<file path="config.mk">
export PLATFORM = sky130hd
export DESIGN_NAME = memq_flat
export DESIGN_NICKNAME = d
export VERILOG_FILES = /design/src/rtl/memq_pkg.sv /design/src/rtl/memq_if.sv /design/src/rtl/memq_ext.sv /design/src/rtl/memq.sv /design/src/flat_wrapper.sv
export SDC_FILE = /design/constraint.sdc
export NUM_CORES = 1
export LEC_CHECK = 0
export BUFFER_PORTS_ARGS = -buffer_cell sky130_fd_sc_hd__buf_2
export CAP_MARGIN = 0
export CELL_PAD_IN_SITES_DETAIL_PLACEMENT = 1
export CELL_PAD_IN_SITES_GLOBAL_PLACEMENT = 1
export CORE_UTILIZATION = 40
export CTS_CLUSTER_DIAMETER = 40
export CTS_CLUSTER_SIZE = 10
export DETAILED_ROUTE_END_ITERATION = 10
export HOLD_SLACK_MARGIN = 0.06
export PLACE_DENSITY_LB_ADDON = 0.1
export SLEW_MARGIN = 20
export SYNTH_ARGS = -nofsm -noshare
export SYNTH_HDL_FRONTEND = slang
export SYNTH_HIERARCHICAL = 1
export SYNTH_SLANG_ARGS = --single-unit
export TNS_END_PERCENT = 100
</file>
<file path="constraint.sdc">
create_clock -name clk -period 4.6 [get_ports clk]
set_input_delay 0.46 -clock clk [delete_from_list [all_inputs] [get_ports clk]]
set_output_delay 0.46 -clock clk [all_outputs]
set_load 0.01 [all_outputs]
</file>
<file path="src/rtl/memq_pkg.sv">
// memq_pkg: widths, size and FSM encodings, queue entry type and lane helpers for memq.
// Latency: n/a (constants and pure functions only).
// Backpressure: n/a.
// Ports: none (package).
package memq_pkg;

  localparam int XLEN     = 32;
  localparam int RGBIT    = 5;
  localparam int MEMQ_LEN = 4;
  localparam int PTR_W    = $clog2(MEMQ_LEN);
  localparam int CNT_W    = $clog2(MEMQ_LEN + 1);

  // Access size encodings; 2'd3 behaves as a word everywhere.
  localparam logic [1:0] MEMQ_BYTE = 2'd0;
  localparam logic [1:0] MEMQ_HALF = 2'd1;
  localparam logic [1:0] MEMQ_WORD = 2'd2;

  // Head FSM encodings.
  localparam logic [1:0] ST_IDLE = 2'd0;
  localparam logic [1:0] ST_REQ  = 2'd1;
  localparam logic [1:0] ST_WAIT = 2'd2;

  typedef struct packed {
    logic             load;
    logic [1:0]       size;
    logic             uns;
    logic [RGBIT-1:0] rd;
    logic [XLEN-1:0]  addr;
    logic [XLEN-1:0]  wdata;
  } memq_entry_t;

  // Byte enables for a 32-bit data bus.
  function automatic logic [3:0] memq_be(input logic [1:0] size, input logic [1:0] lo);
    logic [3:0] be;
    case (size)
      MEMQ_BYTE: be = 4'b0001 << lo;
      MEMQ_HALF: be = 4'b0011 << {lo[1], 1'b0};
      default:   be = 4'b1111;
    endcase
    return be;
  endfunction

  // Store data replicated into every lane so the slave can pick by byte enable.
  function automatic logic [XLEN-1:0] memq_wrep(input logic [1:0] size, input logic [XLEN-1:0] d);
    logic [XLEN-1:0] w;
    case (size)
      MEMQ_BYTE: w = {4{d[7:0]}};
      MEMQ_HALF: w = {2{d[15:0]}};
      default:   w = d;
    endcase
    return w;
  endfunction

endpackage

</file>
<file path="src/rtl/memq_if.sv">
// memq_if: bundles the execute-side request, data-memory bus and write-back signals of memq.
// Latency: n/a (wires only).
// Backpressure: req_valid/req_ready on the request side; dmem_req held until dmem_gnt on the bus.
// Modports: slave = memq itself; master = the surrounding execute stage, bus and register file.
interface memq_if;
  import memq_pkg::*;

  logic             req_valid;
  logic             req_ready;
  logic             req_load;
  logic [1:0]       req_size;
  logic             req_unsigned;
  logic [RGBIT-1:0] req_rd;
  logic [XLEN-1:0]  req_addr;
  logic [XLEN-1:0]  req_wdata;
  logic             clear_pipeline;

  logic             dmem_req;
  logic             dmem_we;
  logic [XLEN-1:0]  dmem_addr;
  logic [3:0]       dmem_be;
  logic [XLEN-1:0]  dmem_wdata;
  logic             dmem_gnt;
  logic             dmem_rvalid;
  logic [XLEN-1:0]  dmem_rdata;

  logic             mem_release;
  logic [RGBIT-1:0] mem_sel;
  logic [XLEN-1:0]  mem_data;
  logic [CNT_W-1:0] memq_num;

  modport slave (
    input  req_valid, req_load, req_size, req_unsigned, req_rd, req_addr, req_wdata,
           clear_pipeline, dmem_gnt, dmem_rvalid, dmem_rdata,
    output req_ready, dmem_req, dmem_we, dmem_addr, dmem_be, dmem_wdata,
           mem_release, mem_sel, mem_data, memq_num
  );

  modport master (
    output req_valid, req_load, req_size, req_unsigned, req_rd, req_addr, req_wdata,
           clear_pipeline, dmem_gnt, dmem_rvalid, dmem_rdata,
    input  req_ready, dmem_req, dmem_we, dmem_addr, dmem_be, dmem_wdata,
           mem_release, mem_sel, mem_data, memq_num
  );

endinterface

</file>
<file path="src/rtl/memq_ext.sv">
// memq_ext: picks the addressed lane of a read word and sign/zero extends it to XLEN.
// Latency: combinational.
// Backpressure: none.
// Ports: size, uns, addr_lo (addr[1:0]), rdata in; data out.
module memq_ext
  import memq_pkg::*;
(
  input  logic [1:0]      size,
  input  logic            uns,
  input  logic [1:0]      addr_lo,
  input  logic [XLEN-1:0] rdata,
  output logic [XLEN-1:0] data
);

  logic [7:0]  lane_b;
  logic [15:0] lane_h;

  always_comb begin
    lane_b = rdata[{addr_lo, 3'b000} +: 8];
    // Halfwords only look at addr[1]; addr[0] is don't-care.
    lane_h = addr_lo[1] ? rdata[31:16] : rdata[15:0];
    case (size)
      MEMQ_BYTE: data = {{24{lane_b[7] & ~uns}}, lane_b};
      MEMQ_HALF: data = {{16{lane_h[15] & ~uns}}, lane_h};
      default:   data = rdata;
    endcase
  end

endmodule

</file>
<file path="src/rtl/memq.sv">
// memq: in-order load/store queue issuing one op at a time to the data bus and producing write-back pulses.
// Latency: accepted op requests the bus 2 cycles later (1 with MEMQ_BYPASS_EN into an idle empty queue);
//          write-back pulse is registered, one cycle after dmem_rvalid.
// Backpressure: req_ready drops when the registered count is full or during clear_pipeline; dmem_req held until dmem_gnt.
// Ports: clk, rst (async active-high), mq (memq_if.slave). Optional macro: MEMQ_BYPASS_EN.
module memq
  import memq_pkg::*;
(
  input  logic   clk,
  input  logic   rst,
  memq_if.slave  mq
);

  localparam logic [CNT_W-1:0] CNT_FULL = CNT_W'(MEMQ_LEN);
  localparam logic [CNT_W-1:0] CNT_ONE  = CNT_W'(1);
  localparam logic [PTR_W-1:0] PTR_ONE  = PTR_W'(1);

  memq_entry_t      mem [MEMQ_LEN];
  memq_entry_t      head;
  logic [PTR_W-1:0] rd_ptr;
  logic [PTR_W-1:0] wr_ptr;
  logic [CNT_W-1:0] cnt;
  logic [1:0]       state;
  logic             ready;
  logic             push;
  logic             pop;
  logic             issuing;
  logic [XLEN-1:0]  ext_data;
  logic             rel_q;
  logic [RGBIT-1:0] sel_q;
  logic [XLEN-1:0]  data_q;

  assign head    = mem[rd_ptr];
  // Registered count only: a push into a full queue is refused even when a pop lands the same edge.
  assign ready   = (cnt < CNT_FULL) & ~mq.clear_pipeline;
  assign push    = mq.req_valid & ready;
  assign pop     = (state == ST_WAIT) & mq.dmem_rvalid;
  assign issuing = (state == ST_REQ);

  assign mq.req_ready   = ready;
  assign mq.memq_num    = cnt;
  assign mq.dmem_req    = issuing;
  // Bus fields are gated so they read zero outside a request (storage is not reset).
  assign mq.dmem_we     = issuing & ~head.load;
  assign mq.dmem_addr   = issuing ? {head.addr[XLEN-1:2], 2'b00} : '0;
  assign mq.dmem_be     = issuing ? memq_be(head.size, head.addr[1:0]) : 4'b0000;
  assign mq.dmem_wdata  = issuing ? memq_wrep(head.size, head.wdata) : '0;
  assign mq.mem_release = rel_q;
  assign mq.mem_sel     = sel_q;
  assign mq.mem_data    = data_q;

  memq_ext u_ext (
    .size    (head.size),
    .uns     (head.uns),
    .addr_lo (head.addr[1:0]),
    .rdata   (mq.dmem_rdata),
    .data    (ext_data)
  );

  always_ff @(posedge clk) begin
    if (push) begin
      mem[wr_ptr] <= '{load: mq.req_load, size: mq.req_size, uns: mq.req_unsigned,
                       rd: mq.req_rd, addr: mq.req_addr, wdata: mq.req_wdata};
    end
  end

  always_ff @(posedge clk or posedge rst) begin
    if (rst) begin
      rd_ptr <= '0;
      wr_ptr <= '0;
      cnt    <= '0;
    end else begin
      if (push) wr_ptr <= wr_ptr + PTR_ONE;
      if (pop)  rd_ptr <= rd_ptr + PTR_ONE;
      case ({push, pop})
        2'b10:   cnt <= cnt + CNT_ONE;
        2'b01:   cnt <= cnt - CNT_ONE;
        default: cnt <= cnt;
      endcase
    end
  end

  always_ff @(posedge clk or posedge rst) begin
    if (rst) begin
      state <= ST_IDLE;
    end else begin
      case (state)
        ST_IDLE: begin
`ifdef MEMQ_BYPASS_EN
          // Start the request on the same edge that fills an empty queue.
          if ((cnt != '0) || push) state <= ST_REQ;
`else
          if (cnt != '0) state <= ST_REQ;
`endif
        end
        ST_REQ:  if (mq.dmem_gnt) state <= ST_WAIT;
        // cnt still includes the entry being popped, hence > 1.
        ST_WAIT: if (mq.dmem_rvalid) state <= (cnt > CNT_ONE) ? ST_REQ : ST_IDLE;
        default: state <= ST_IDLE;
      endcase
    end
  end

  always_ff @(posedge clk or posedge rst) begin
    if (rst) begin
      rel_q  <= 1'b0;
      sel_q  <= '0;
      data_q <= '0;
    end else begin
      rel_q  <= pop;
      sel_q  <= (pop & head.load) ? head.rd : '0;
      data_q <= (pop & head.load) ? ext_data : '0;
    end
  end

endmodule
</file>
<file path="src/flat_wrapper.sv">
// flat-port wrapper written by rule: the top's interface ports become plain ports
module memq_flat import memq_pkg::*;
  (clk, rst, mq_req_valid, mq_req_load, mq_req_size, mq_req_unsigned, mq_req_rd, mq_req_addr, mq_req_wdata, mq_clear_pipeline, mq_dmem_gnt, mq_dmem_rvalid, mq_dmem_rdata, mq_req_ready, mq_dmem_req, mq_dmem_we, mq_dmem_addr, mq_dmem_be, mq_dmem_wdata, mq_mem_release, mq_mem_sel, mq_mem_data, mq_memq_num);
  memq_if mq_i ();
  input  logic clk;
  input  logic rst;
  input wire logic [$bits(mq_i.req_valid)-1:0] mq_req_valid;
  input wire logic [$bits(mq_i.req_load)-1:0] mq_req_load;
  input wire logic [$bits(mq_i.req_size)-1:0] mq_req_size;
  input wire logic [$bits(mq_i.req_unsigned)-1:0] mq_req_unsigned;
  input wire logic [$bits(mq_i.req_rd)-1:0] mq_req_rd;
  input wire logic [$bits(mq_i.req_addr)-1:0] mq_req_addr;
  input wire logic [$bits(mq_i.req_wdata)-1:0] mq_req_wdata;
  input wire logic [$bits(mq_i.clear_pipeline)-1:0] mq_clear_pipeline;
  input wire logic [$bits(mq_i.dmem_gnt)-1:0] mq_dmem_gnt;
  input wire logic [$bits(mq_i.dmem_rvalid)-1:0] mq_dmem_rvalid;
  input wire logic [$bits(mq_i.dmem_rdata)-1:0] mq_dmem_rdata;
  output wire logic [$bits(mq_i.req_ready)-1:0] mq_req_ready;
  output wire logic [$bits(mq_i.dmem_req)-1:0] mq_dmem_req;
  output wire logic [$bits(mq_i.dmem_we)-1:0] mq_dmem_we;
  output wire logic [$bits(mq_i.dmem_addr)-1:0] mq_dmem_addr;
  output wire logic [$bits(mq_i.dmem_be)-1:0] mq_dmem_be;
  output wire logic [$bits(mq_i.dmem_wdata)-1:0] mq_dmem_wdata;
  output wire logic [$bits(mq_i.mem_release)-1:0] mq_mem_release;
  output wire logic [$bits(mq_i.mem_sel)-1:0] mq_mem_sel;
  output wire logic [$bits(mq_i.mem_data)-1:0] mq_mem_data;
  output wire logic [$bits(mq_i.memq_num)-1:0] mq_memq_num;
  assign mq_i.req_valid = mq_req_valid;
  assign mq_i.req_load = mq_req_load;
  assign mq_i.req_size = mq_req_size;
  assign mq_i.req_unsigned = mq_req_unsigned;
  assign mq_i.req_rd = mq_req_rd;
  assign mq_i.req_addr = mq_req_addr;
  assign mq_i.req_wdata = mq_req_wdata;
  assign mq_i.clear_pipeline = mq_clear_pipeline;
  assign mq_i.dmem_gnt = mq_dmem_gnt;
  assign mq_i.dmem_rvalid = mq_dmem_rvalid;
  assign mq_i.dmem_rdata = mq_dmem_rdata;
  assign mq_req_ready = mq_i.req_ready;
  assign mq_dmem_req = mq_i.dmem_req;
  assign mq_dmem_we = mq_i.dmem_we;
  assign mq_dmem_addr = mq_i.dmem_addr;
  assign mq_dmem_be = mq_i.dmem_be;
  assign mq_dmem_wdata = mq_i.dmem_wdata;
  assign mq_mem_release = mq_i.mem_release;
  assign mq_mem_sel = mq_i.mem_sel;
  assign mq_mem_data = mq_i.mem_data;
  assign mq_memq_num = mq_i.memq_num;
  memq u_core (.clk(clk), .rst(rst), .mq(mq_i));
endmodule
</file>
After elaboration in Yosys (flattened, before gate mapping). Memories as Yosys holds them, arrays and structs flattened. Index checks and enable logic that the tools add are counted.

Bitwise gates (word level): 10. $lt $le $gt $ge: 2. Eq/ne operators: 8. Shifts and indexed selects: 3. Add/subtract/negate cells: 4. Multipliers: 0. Muxes and demuxes: 17. Reduce and logical (&&, ||, !) cells: 5. Divide/modulo/power cells: 0.

Operator list (number): 32-bit one-hot mux with 2 select lines (2); 32-bit 2-to-1 mux (3); 32-bit by 6-bit variable part select with 8-bit output (1); 16-bit 2-to-1 mux (1); 4-bit one-hot mux with 2 select lines (1); 1-bit AND (7); 2-bit by 1-bit == test with 1-bit output, second input constant (3); 2-bit 2-to-1 mux (3); 2-bit one-hot mux with 3 select lines (1); 3-bit one-hot mux with 2 select lines (1); 5-bit 2-to-1 mux (1); 2-bit by 1-bit adder with 2-bit output, second input constant (2); 2-bit == test, second input constant (2); 2-bit logical NOT (2); 4-bit 2-to-1 mux (1); 2-bit != test, second input constant (2); 1-bit by 2-bit << shifter with 4-bit output, first input constant (1); 2-bit by 2-bit << shifter with 4-bit output, first input constant (1); 3-bit by 1-bit adder with 3-bit output, second input constant (1); 3-bit by 1-bit greater-than comparator with 1-bit output, second input constant (1); 3-bit < comparator, second input constant (1); 1-bit 2-to-1 mux (3); 1-bit NOT (3); 3-bit AND reduction (1); other kinds (4) (4).

Memories: 1. Input bits: 111. Output and inout port bits: 112. Bits in latches: 0. ROM bits: 0. Memory bits (writable): 292. Register bits after elaboration: 47.

Memories: u_core.mem (depth 4, width 73, rd ports 1, clocked after Yosys merged registers in 0, write ports 1, RTL line memq.sv:18) `memq_entry_t mem [MEMQ_LEN];`.

Longest topological paths before layout. Gate-level depths: netlist (run 1).

Word-level depth: 5. Gate-level depth with buffers: 10.

Modules after synthesis. The synthesis (run 1) kept the hierarchy.

By module, submodules not included: memq (seq. area each 9944.5 um^2, area each 13057.5 um^2, times used 1, cells each 638); memq_ext (seq. area each 0.0 um^2, area each 694.4 um^2, times used 1, cells each 122).

Least setup slack after synthesis (run 1). No wires, ideal clock.

Kind: flip-flop to flip-flop. Start point: register u_core.cnt[2], in the netlist u_core/mq.memq_num[2]. End point: memory u_core/mem[0][0] (netlist name), enable pin. Required time: 4.160 ns. Path slack: 1.598 ns. Cell stages (with the launch flop): 3. Setup time: 0.440 ns. Arrival time: 2.562 ns. Buffers on the path: 0. Cell sequence: dfrtp_1 > nor2_1 > and3_1.

Longest elaborated chain between the ends: 5.

Ends and longest elaborated chain: from (decl) (RTL line memq.sv:22) `logic [CNT_W-1:0] cnt;`; from (signal assigned) (RTL line memq.sv:76) `2'b10: cnt <= cnt + CNT_ONE;`; from (signal assigned) (RTL line memq.sv:77) `2'b01: cnt <= cnt - CNT_ONE;`; from (signal assigned) (RTL line memq.sv:78) `default: cnt <= cnt;`; 3-bit < comparator (RTL line memq.sv:35) `assign ready = (cnt < CNT_FULL) & ~mq.clear_pipeline;`; 1-bit AND (RTL line memq.sv:35); named net mq_req_ready (RTL line flat_wrapper.sv:18) `output wire logic [$bits(mq_i.req_ready)-1:0] mq_req_ready;`; 1-bit AND (RTL line memq.sv:36) `assign push = mq.req_valid & ready;`; 1-bit 2-to-1 mux (RTL line memq.sv:61) `if (push) begin`; 1-bit 2-to-1 mux (not written as such) (RTL line memq.sv:62) `mem[wr_ptr] <= '{load: mq.req_load, size: mq.req_size, uns: mq.req_unsigned,`; to (decl) (RTL line memq.sv:18).

The timed path passes the listed nets, and every way through them passes these cells.

Final worst setup path (run 1).
Start point: register u_core.rd_ptr[0]. End point: output port mq_dmem_wdata[15].

Longest elaborated chain between the ends: 4. Elaborated cells between the ends (all ways): 5.

Ends and longest elaborated chain: from (decl) (RTL line memq.sv:20) `logic [PTR_W-1:0] rd_ptr;`; from (signal assigned) (RTL line memq.sv:74) `if (pop) rd_ptr <= rd_ptr + PTR_ONE;`; memory 4 x 73 bit (*); 2-bit by 1-bit == test with 1-bit output or 2-bit logical NOT (tied branches) (RTL line memq_pkg.sv:46) `case (size)`; 32-bit one-hot mux with 2 select lines (*) (RTL line memq_pkg.sv:46); 32-bit 2-to-1 mux (*) (RTL line memq.sv:47) `assign mq.dmem_wdata = issuing ? memq_wrep(head.size, head.wdata) : '0;`; to (decl) (RTL line flat_wrapper.sv:23) `output wire logic [$bits(mq_i.dmem_wdata)-1:0] mq_dmem_wdata;`.

Mark *: on every way between the ends. The rest lies on a longest branch, timed or not.

==> run_results.csv, run 1 <==
group,metric,value,unit
worst_setup_path,worstSetupStartpoint,"u_core/rd_ptr[0]",
final_layout,synthToLayoutAreaGrowth,22.5,%
power,p_total,0.0107,W
yosys,synth_edf_count,292,
die,rows,67,
yosys,ys_seq_elements,339,
die,start_util,0.408,
timing,finalSetupTns,0,ps
routing,viasPerCell,5.12,
yosys,yosysSeqAreaShare,0.723,
worst_setup_path,end_kind,"output pin",
global_routing,track_usage,0.188,
status,outcome,"completed",
die,core-area,0.0337,mm²
timing,setup_viol,0,
timing,fin_crit_sh,0.755,
worst_setup_path,crit_buf_inv,1,
routing,ant_nets,0,
power,p_leak,6.63,nW
cts,cts_resized,0,
worst_setup_path,crit_family,"multiplexers",
yosys,synth_cell_type_count,40,
timing,fin_skew,15.0,ps
yosys,synthArstFlopShare,0.139,
cts,cts_tree,"built",
timing,rsz0062_at_grt,"no",
timing,fin_crit,3470,ps
timing,worst_slew_pin_slew,931,ps
worst_setup_path,cp_cell_sequence,"mux4_2 > nor2_8 > mux2i_1 > nor2_1 > buf_2",
yosys,ys_warn_count,6,
yosys,ys.flop_type,"edfxtp_1",
power,peakVddDrop,0.000333,V
global_routing,grt_pass1_wl,49800,µm
routing,wl_per_cell,22.0,µm
timing,hold_viol_final,0,
routing,drt-initial-drc-count,435,
hold_path,hold_class,"in -> async",
global_routing,grt_max_degree,58,
final_layout,drive_above_1_share,0.377,
worst_setup_path,cpMaxStageDelayCell,"mux4_2",
routing,drt_first_pass_iters,4,
yosys,syn_inst,760,
die,fp.dieArea,0.0351,mm²
worst_setup_path,start_kind,"register",
global_routing,gr-total-overflow,0,
die,die-height,187,µm
placed_design,dp.final_hpwl,20500,µm
run,cap_violations,0,
worst_setup_path,crit_fanout,26,
placed_design,place_congestion,0.787,
timing,fmax,0.288,GHz
cts,cts_buffer_depth,3,
cts,cts_buffers,49,
yosys,syn_avg_cell_area,18.1,µm²
yosys,synth_area_leaders,"edfxtp_1, mux4_2, dfrtp_1, mux2i_1, and3_1",
timing,slew_headroom,0.380,
worst_setup_path,worstSetupPathType,"reg -> out",
worst_setup_path,arrival,3010,ps
worst_setup_path,timing.rr.start,"u_core/rd_ptr[0]",
cts,path_clk_slew,50,ps
worst_setup_path,regToRegSetupSlack,1710,ps
power,power_per_cell_area,636,mW/mm²
cts,post-cts-setup-buffer-count,0,
global_routing,antenna_found_initial,6,
global_routing,grt_pass1_vias,8329,
routing,num_vias,7619,
yosys,yosysTopAreaCell,"edfxtp_1",
cts,hold_buffers,0,
worst_setup_path,required,4140,ps
routing,routed_wirelength,32700,µm
die,io_pins,223,
yosys,synth_top_area_share,0.638,
cts,clock_sinks,339,
die,die_w,187,µm
placed_design,port_buffers,220,
yosys,syn_area,0.0138,mm²
timing,finalMaxSlewViolations,0,
final_layout,final_cell_mix,"edfxtp_1, buf_2, mux4_2, nand2_1, clkbuf_16",
final_layout,final_common_cell,"edfxtp_1",
final_layout,fillers,3283,
cts,root_buffer,"clkbuf_16",
cts,clock_latency,550,ps
routing,drc,0,
cts,htree_levels,2,
final_layout,nets,1121,
worst_setup_path,cpPeakStageDelay,940,ps
-- synthesized netlist by cell type (9+ instances only) --
cell      number
and2_1        39
inv_1         10
nand2b_1       9
and3_1        41
o21ai_0       15
buf_4         12
edfxtp_1     292
mux2i_1       29
nand2_1       59
a21oi_1       14
dfrtp_1       47
nor2_1        25
clkbuf_1      19
mux4_2        72
-- registers in the layout, summed over array words and instances (netlist names) --
register,cells
u_core/mq.mem_sel,5
u_core/mq.mem_data,32
u_core/mem,292
u_core/state,2
u_core/mq.mem_release,1
u_core/wr_ptr,2
u_core/rd_ptr,2
u_core/mq.memq_num,3
-- layer usage --
metal | share of wire | wire [µm] | global-route usage | vias to the layer above
li1 | - | - | - | 3451
met5 | 0.00083 | 27 | 0 | -
met1 | 0.44 | 14200 | 0.245 | 3879
met3 | 0.058 | 1910 | 0.0426 | 56
met4 | 0.019 | 623 | 0.0578 | 4
met2 | 0.49 | 15900 | 0.313 | 229
-- worst paths after layout --
| check | depth (start not counted) | to |
|---|---|---|
| worst max-delay path | 5 | mq_dmem_wdata[15] |
| worst min-delay path | 3 | u_core/state[1] |
| worst max register to register | 6 | u_core/mq.mem_data[2] |
| worst min register to register | 1 | u_core/mq.memq_num[2] |
| max in group asynchronous | 3 | u_core/rd_ptr[0] |
| min in group clk | 1 | u_core/mem[2][7] |
-- report_power, final --
group | internal (W) | switching (W) | total, W
registers | 0.00364 | 0.000163 | 0.00380
clock network | 0.00225 | 0.00130 | 0.00354
logic | 0.00143 | 0.00194 | 0.00337
total | 0.00731 | 0.00340 | 0.0107
-- stage by stage --
| stage | hold WS (ps) | setup WS, ps | util | std cells | cell area, µm² |
|---|---|---|---|---|---|
| final | 89.7 | 1130 | 0.500 | 1488 | 16900 |
| after floorplan | 524 | 1600 | - | 761 | 13800 |
| after CTS | 90.1 | 1040 | 0.500 | 1485 | 16800 |
| after global routing | 115 | 923 | 0.500 | 1486 | 16800 |
| after detailed placement | 546 | 1620 | 0.454 | 1399 | 15300 |
| after global placement | 541 | 1620 | 0.454 | 1399 | 15300 |
-- area by class of cell --
type | instances | area, µm² | area share
Sequential cell | 339 | 9950 | 0.591
Clock buffer | 61 | 1280 | 0.0760
Clock inverter | 25 | 275 | 0.0163
Tap cell | 448 | 561 | 0.0333
Timing Repair Buffer | 236 | 1220 | 0.0725
Multi-Input combinational cell | 365 | 3510 | 0.208
Inverter | 11 | 41.3 | 0.00245
Antenna cell | 3 | 7.51 | 0.000445
-- worst min-delay path: stages --
cell and delay, ps:
buf_2 100, inv_2 40, buf_4 490
-- cells by family (layout without fill, tap and decap cells) --
family                   Yosys count  in the layout  synth area share
AO/OA/AOI/OAI                     61             61            0.0297
XOR/XNOR                           6              6           0.00382
adder cells (fa/ha/maj)            8              8           0.00728
buffers and inverters             57            333            0.0234
flip-flops                       339            339             0.723
multiplexers                     103            103             0.141
other                              1              5          0.000273
AND/OR/NAND/NOR                  185            185            0.0712
Note: power is estimated with default switching activity, not from simulation.
==> run 2: changes to the inputs <==
Clock period 4.6 ns to 3.6 ns, I/O delays scaled along.
==> run 2 against run 1 <==
Net effect:
- sequential power rose by 27%
- routed wire length up 0.91%
- combinational power rose by 31%
- largest power group unchanged
- flip-flop and latch count unchanged
- critical endpoint is now mq_dmem_we
- register-to-register slack got worse by 910 ps
==> run_results.csv, run 2 (synthesized netlist as in run 1, its figures left out) <==
group,metric,value,unit
placed_design,dp.final_hpwl,20100,µm
worst_setup_path,crit_fanout,38,
cts,clock_sinks,339,
cts,cts_tree,"built",
cts,root_buffer,"clkbuf_16",
final_layout,synthToLayoutAreaGrowth,28.7,%
cts,cts_buffer_depth,3,
final_layout,nets,1196,
worst_setup_path,regToRegSetupSlack,800,ps
worst_setup_path,crit_family,"multiplexers",
timing,worst_slew_pin_slew,765,ps
global_routing,antenna_found_initial,1,
worst_setup_path,end_kind,"output pin",
cts,path_clk_slew,50,ps
worst_setup_path,required,3240,ps
global_routing,grt_max_degree,45,
timing,setup_viol,0,
power,power_per_cell_area,781,mW/mm²
timing,fin_skew,23.4,ps
die,fp.dieArea,0.0351,mm²
global_routing,grt_pass1_vias,8688,
timing,rsz0062_at_grt,"no",
routing,num_vias,7976,
die,io_pins,223,
hold_path,holdPathEnd,"u_core/state[1]",
die,die-height,187,µm
die,rows,67,
final_layout,largest_reg_flops,292,
final_layout,drive_above_1_share,0.360,
power,peakVddDrop,0.000467,V
placed_design,place_congestion,0.781,
routing,ant_nets,0,
final_layout,final_cell_mix,"edfxtp_1, buf_2, dlygate4sd3_1, mux4_2, nand2_1",
status,outcome,"completed",
timing,fin_crit,3300,ps
cts,htree_levels,2,
worst_setup_path,start_kind,"register",
cts,clock_latency,560,ps
power,p_total,0.0138,W
hold_path,hold_depth,2,
run,cap_violations,0,
worst_setup_path,crit_buf_inv,2,
hold_path,min_from,"mq_dmem_rvalid",
timing,hold_viol_final,0,
die,start_util,0.408,
die,core-area,0.0337,mm²
routing,viasPerCell,5.11,
die,die_w,187,µm
cts,post-cts-setup-buffer-count,0,
routing,drt-initial-drc-count,446,
cts,cts_buffers,51,
worst_setup_path,arrival,2940,ps
timing,fin_crit_sh,0.918,
global_routing,grt_pass1_wl,50800,µm
global_routing,gr-total-overflow,0,
worst_setup_path,cpPeakStageDelay,870,ps
power,p_leak,6.99,nW
timing,fmax,0.303,GHz
routing,wl_per_cell,21.1,µm
routing,routed_wirelength,33000,µm
timing,finalMaxSlewViolations,0,
routing,drc,0,
hold_path,hold_class,"in -> reg",
final_layout,top_register,"u_core/mem",
placed_design,port_buffers,220,
worst_setup_path,timing.rr.start,"u_core/rd_ptr[0]",
final_layout,fillers,3237,
worst_setup_path,worstSetupPathType,"reg -> out",
timing,slew_headroom,0.490,
worst_setup_path,cp_cell_sequence,"buf_4 > mux4_2 > nor2_1 > buf_2",
worst_setup_path,regToRegEndpoint,"u_core/mq.mem_data[0]",
routing,drt_first_pass_iters,4,
final_layout,final_common_cell,"edfxtp_1",
timing,finalSetupTns,0,ps
final_layout,layoutNonFillerInstCount,1562,
worst_setup_path,cpMaxStageDelayCell,"mux4_2",
worst_setup_path,reg2reg_depth,6,
final_layout,fin_util,0.525,
global_routing,track_usage,0.190,
placed_design,dp_cells,1397,
-- run 2: power by group --
part	switching, W	internal, W
registers	0.000177	0.00465
clock network	0.00173	0.00285
logic	0.00249	0.00193
-- run 2: worst max path at each step --
stage | endpoint | cells past startpoint | start | slack, ps
floorplan | u_core/mem[0][0] | 2 | u_core/mq.memq_num[2] | 600
global placement | mq_dmem_wdata[12] | 5 | u_core/rd_ptr[0] | 820
detailed placement | u_core/mq.mem_data[3] | 6 | u_core/rd_ptr[0] | 780
CTS | mq_dmem_we | 4 | u_core/rd_ptr[0] | 200
global route | mq_dmem_we | 4 | u_core/rd_ptr[0] | 70
finish | mq_dmem_we | 4 | u_core/rd_ptr[0] | 300
-- run 2: area by class of cell --
class / instances / area [µm²] / area share
Antenna cell: 1 / 2.50 / 0.000141
Clock buffer: 62 / 1370 / 0.0773
Inverter: 11 / 41.3 / 0.00233
Clock inverter: 27 / 235 / 0.0133
Multi-Input combinational cell: 365 / 3510 / 0.198
Timing Repair Buffer: 309 / 2030 / 0.115
Sequential cell: 339 / 9950 / 0.562
Tap cell: 448 / 561 / 0.0317
-- run 2: per-layer routing --
| layer | vias up | global-route usage | wire length (µm) |
|---|---|---|---|
| met5 | - | 0 | 0 |
| met4 | 0 | 0.0482 | 524 |
| met3 | 52 | 0.0422 | 1860 |
| met2 | 237 | 0.320 | 16400 |
| met1 | 4087 | 0.250 | 14200 |
| li1 | 3600 | - | - |
-- run 2: worst register-to-register path: stages, from the launching register on --
cell and delay (ps):
dfrtp_4 670, mux4_2 920, nor2b_2 480, nor2b_1 160
a22oi_1 220, o21ai_1 90, and3_1 150
-- run 2: stage by stage --
stage / setup WS (ps) / cell area [µm²] / hold slack [ps]
after floorplan: 598 / 13800 / 459
final: 296 / 17700 / 103
after CTS: 205 / 17700 / 91.0
after detailed placement: 778 / 15300 / 369
after global placement: 821 / 15300 / 355
after global routing: 65.8 / 17700 / 112
-- run 2: repair_timing --
action / 4_1_cts / 5_1_grt
hold buffers: 75 / 0
gates resized for setup: 0 / 0
endpoints found under the hold margin: 307 / 0
==> run 3: changes to the inputs <==
Settings changed: GPL_TIMING_DRIVEN set to 0.
==> run 3 against run 2 <==
Net effect:
- core utilization up 0.78 points
- fmax up 6.8%
- sequential share of layout area down 0.87 points
- count of clock-buffer cells in the layout up 5
- flip-flop and latch count unchanged
- critical path depth up 2
- via count up 1.5%
- routed wire length up 2.5%
- non-clock buffer count up 39
- final cell count up 2.6%
- clock power about the same
- die area unchanged
- largest cell class unchanged
==> run_results.csv, run 3 (synthesized netlist as in run 1, its figures left out) <==
group,metric,value,unit
cts,cts_buffer_depth,3,
timing,hold_viol_final,0,
worst_setup_path,end_kind,"output pin",
worst_setup_path,regToRegSetupSlack,860,ps
routing,wl_per_cell,21.1,µm
power,peakVddDrop,0.000406,V
routing,wl_met3,1780,µm
worst_setup_path,timing.rr.start,"u_core/rd_ptr[0]",
final_layout,layoutNonFillerInstCount,1602,
power,power_per_cell_area,786,mW/mm²
power,p_total,0.0141,W
routing,num_vias,8096,
final_layout,final_cell_area,0.0180,mm²
routing,routed_wirelength,33800,µm
worst_setup_path,arrival,2730,ps
worst_setup_path,required,3240,ps
cts,htree_levels,2,
timing,fin_skew,20.4,ps
power,p_leak,7.15,nW
final_layout,top_register,"u_core/mem",
final_layout,fin_util,0.533,
worst_setup_path,crit_fanout,10,
run,cap_violations,0,
die,rows,67,
global_routing,gr-total-overflow,0,
final_layout,synthToLayoutAreaGrowth,30.7,%
die,start_util,0.408,
die,core-area,0.0337,mm²
die,fp.dieArea,0.0351,mm²
final_layout,drive_above_1_share,0.357,
timing,fin_crit_sh,0.859,
placed_design,dp.final_hpwl,22100,µm
cts,clock_latency,570,ps
timing,finalMaxSlewViolations,0,
final_layout,final_cell_mix,"edfxtp_1, buf_2, dlygate4sd3_1, mux4_2, nand2_1",
worst_setup_path,worstSetupPathType,"reg -> out",
timing,slew_headroom,0.506,
final_layout,largest_reg_flops,292,
routing,met1Wirelength,14700,µm
worst_setup_path,start_kind,"register",
die,io_pins,223,
placed_design,place_congestion,0.833,
routing,drt_first_pass_iters,4,
worst_setup_path,critPathCapture,"mq_dmem_wdata[7]",
cts,root_buffer,"clkbuf_16",
worst_setup_path,worstSetupStartpoint,"u_core/state[1]",
worst_setup_path,reg2reg_depth,9,
timing,worst_slew_pin_slew,741,ps
final_layout,final_common_cell,"edfxtp_1",
die,die-height,187,µm
timing,finalSetupTns,0,ps
routing,viasPerCell,5.05,
routing,routed.top_layer,"met4",
placed_design,dp_cells,1435,
global_routing,grt_pass1_vias,8908,
die,die_w,187,µm
placed_design,port_buffers,220,
routing,drt-initial-drc-count,410,
timing,fin_crit,3090,ps
cts,cts_tree,"built",
cts,path_clk_slew,50,ps
routing,drc,0,
global_routing,grt_max_degree,43,
final_layout,nets,1234,
status,outcome,"completed",
cts,cts_resized,0,
cts,cts_buffers,50,
timing,rsz0062_at_grt,"no",
placed_design,dpl_cell_area,0.0156,mm²
routing,ant_nets,0,
hold_path,hold_class,"in -> reg",
global_routing,antenna_found_initial,1,
timing,setup_viol,0,
timing,fmax,0.323,GHz
cts,clock_sinks,339,
routing,wl_met2,16600,µm
worst_setup_path,regToRegEndpoint,"u_core/mq.mem_data[7]",
global_routing,grt_pass1_wl,52000,µm
global_routing,track_usage,0.197,
-- run 3: cell types whose count changed in the layout (fill, tap and decap cells not counted), sizes merged --
cell | previous run | this run
dlygate4sd3 | 75 | 76
clkinv | 16 | 14
buf | 234 | 253
inv | 14 | 17
clkbuf | 62 | 86
clkinvlp | 6 | 1
-- run 3: critical path: stages, from the launching register on --
cell and delay (ps):
dfrtp_1 400, nand2b_1 230, inv_1 160, clkbuf_1 470, clkbuf_1 490, and2_1 270
buf_2 150
-- run 3: worst min-delay path by stage --
stage | start | endpoint | slack, ps | cells past startpoint
final | mq_dmem_rdata[16] | u_core/mq.mem_data[16] | 150 | 4
after global routing | mq_dmem_rdata[0] | u_core/mq.mem_data[0] | 150 | 4
after CTS | mq_dmem_rdata[16] | u_core/mq.mem_data[16] | 120 | 4
after detailed placement | rst | u_core/mq.mem_data[4] | 420 | 2
after global placement | u_core/state[0] | u_core/state[0] | 550 | 2
after floorplan | mq_req_wdata[0] | u_core/mem[0][0] | 460 | 0
-- run 3: metrics by stage --
step	setup slack, ps	hold slack, ps
6_report	506	151
3_3_place_gp	-1040	554
4_1_cts	415	118
3_5_place_dp	832	416
5_1_grt	315	149
2_1_floorplan	598	459
-- run 3: layout make-up --
| class | instances | area, µm² |
|---|---|---|
| repair buffers | 302 | 2010 |
| multi-input cells | 365 | 3510 |
| well taps | 448 | 561 |
| clock inverters | 23 | 208 |
| fillers | 3241 | 15700 |
| plain buffers | 46 | 280 |
| diodes | 1 | 2.50 |
| clock buffers | 67 | 1410 |
| inverters | 11 | 41.3 |
| flip-flops and latches | 339 | 9940 |
-- run 3: layer usage --
layer  vias up  track usage
met5         -            0
met2       244        0.331
met4         0       0.0622
li1       3687            -
met1      4121        0.259
met3        44       0.0388
-- run 3: what timing repair did --
| action | in CTS | in global routing |
|---|---|---|
| buffers inserted | 0 | 0 |
| hold endpoints to repair | 313 | 0 |
| hold buffers | 76 | 0 |
-- run 3: power by group --
| group | internal [W] | leakage, nW | switching [W] | total (W) |
|---|---|---|---|---|
| combinational | 0.00207 | 3.08 | 0.00268 | 0.00475 |
| clock | 0.00290 | 0.796 | 0.00171 | 0.00461 |
| sequential | 0.00464 | 3.28 | 0.000119 | 0.00476 |
| total | 0.00961 | 7.15 | 0.00451 | 0.0141 |
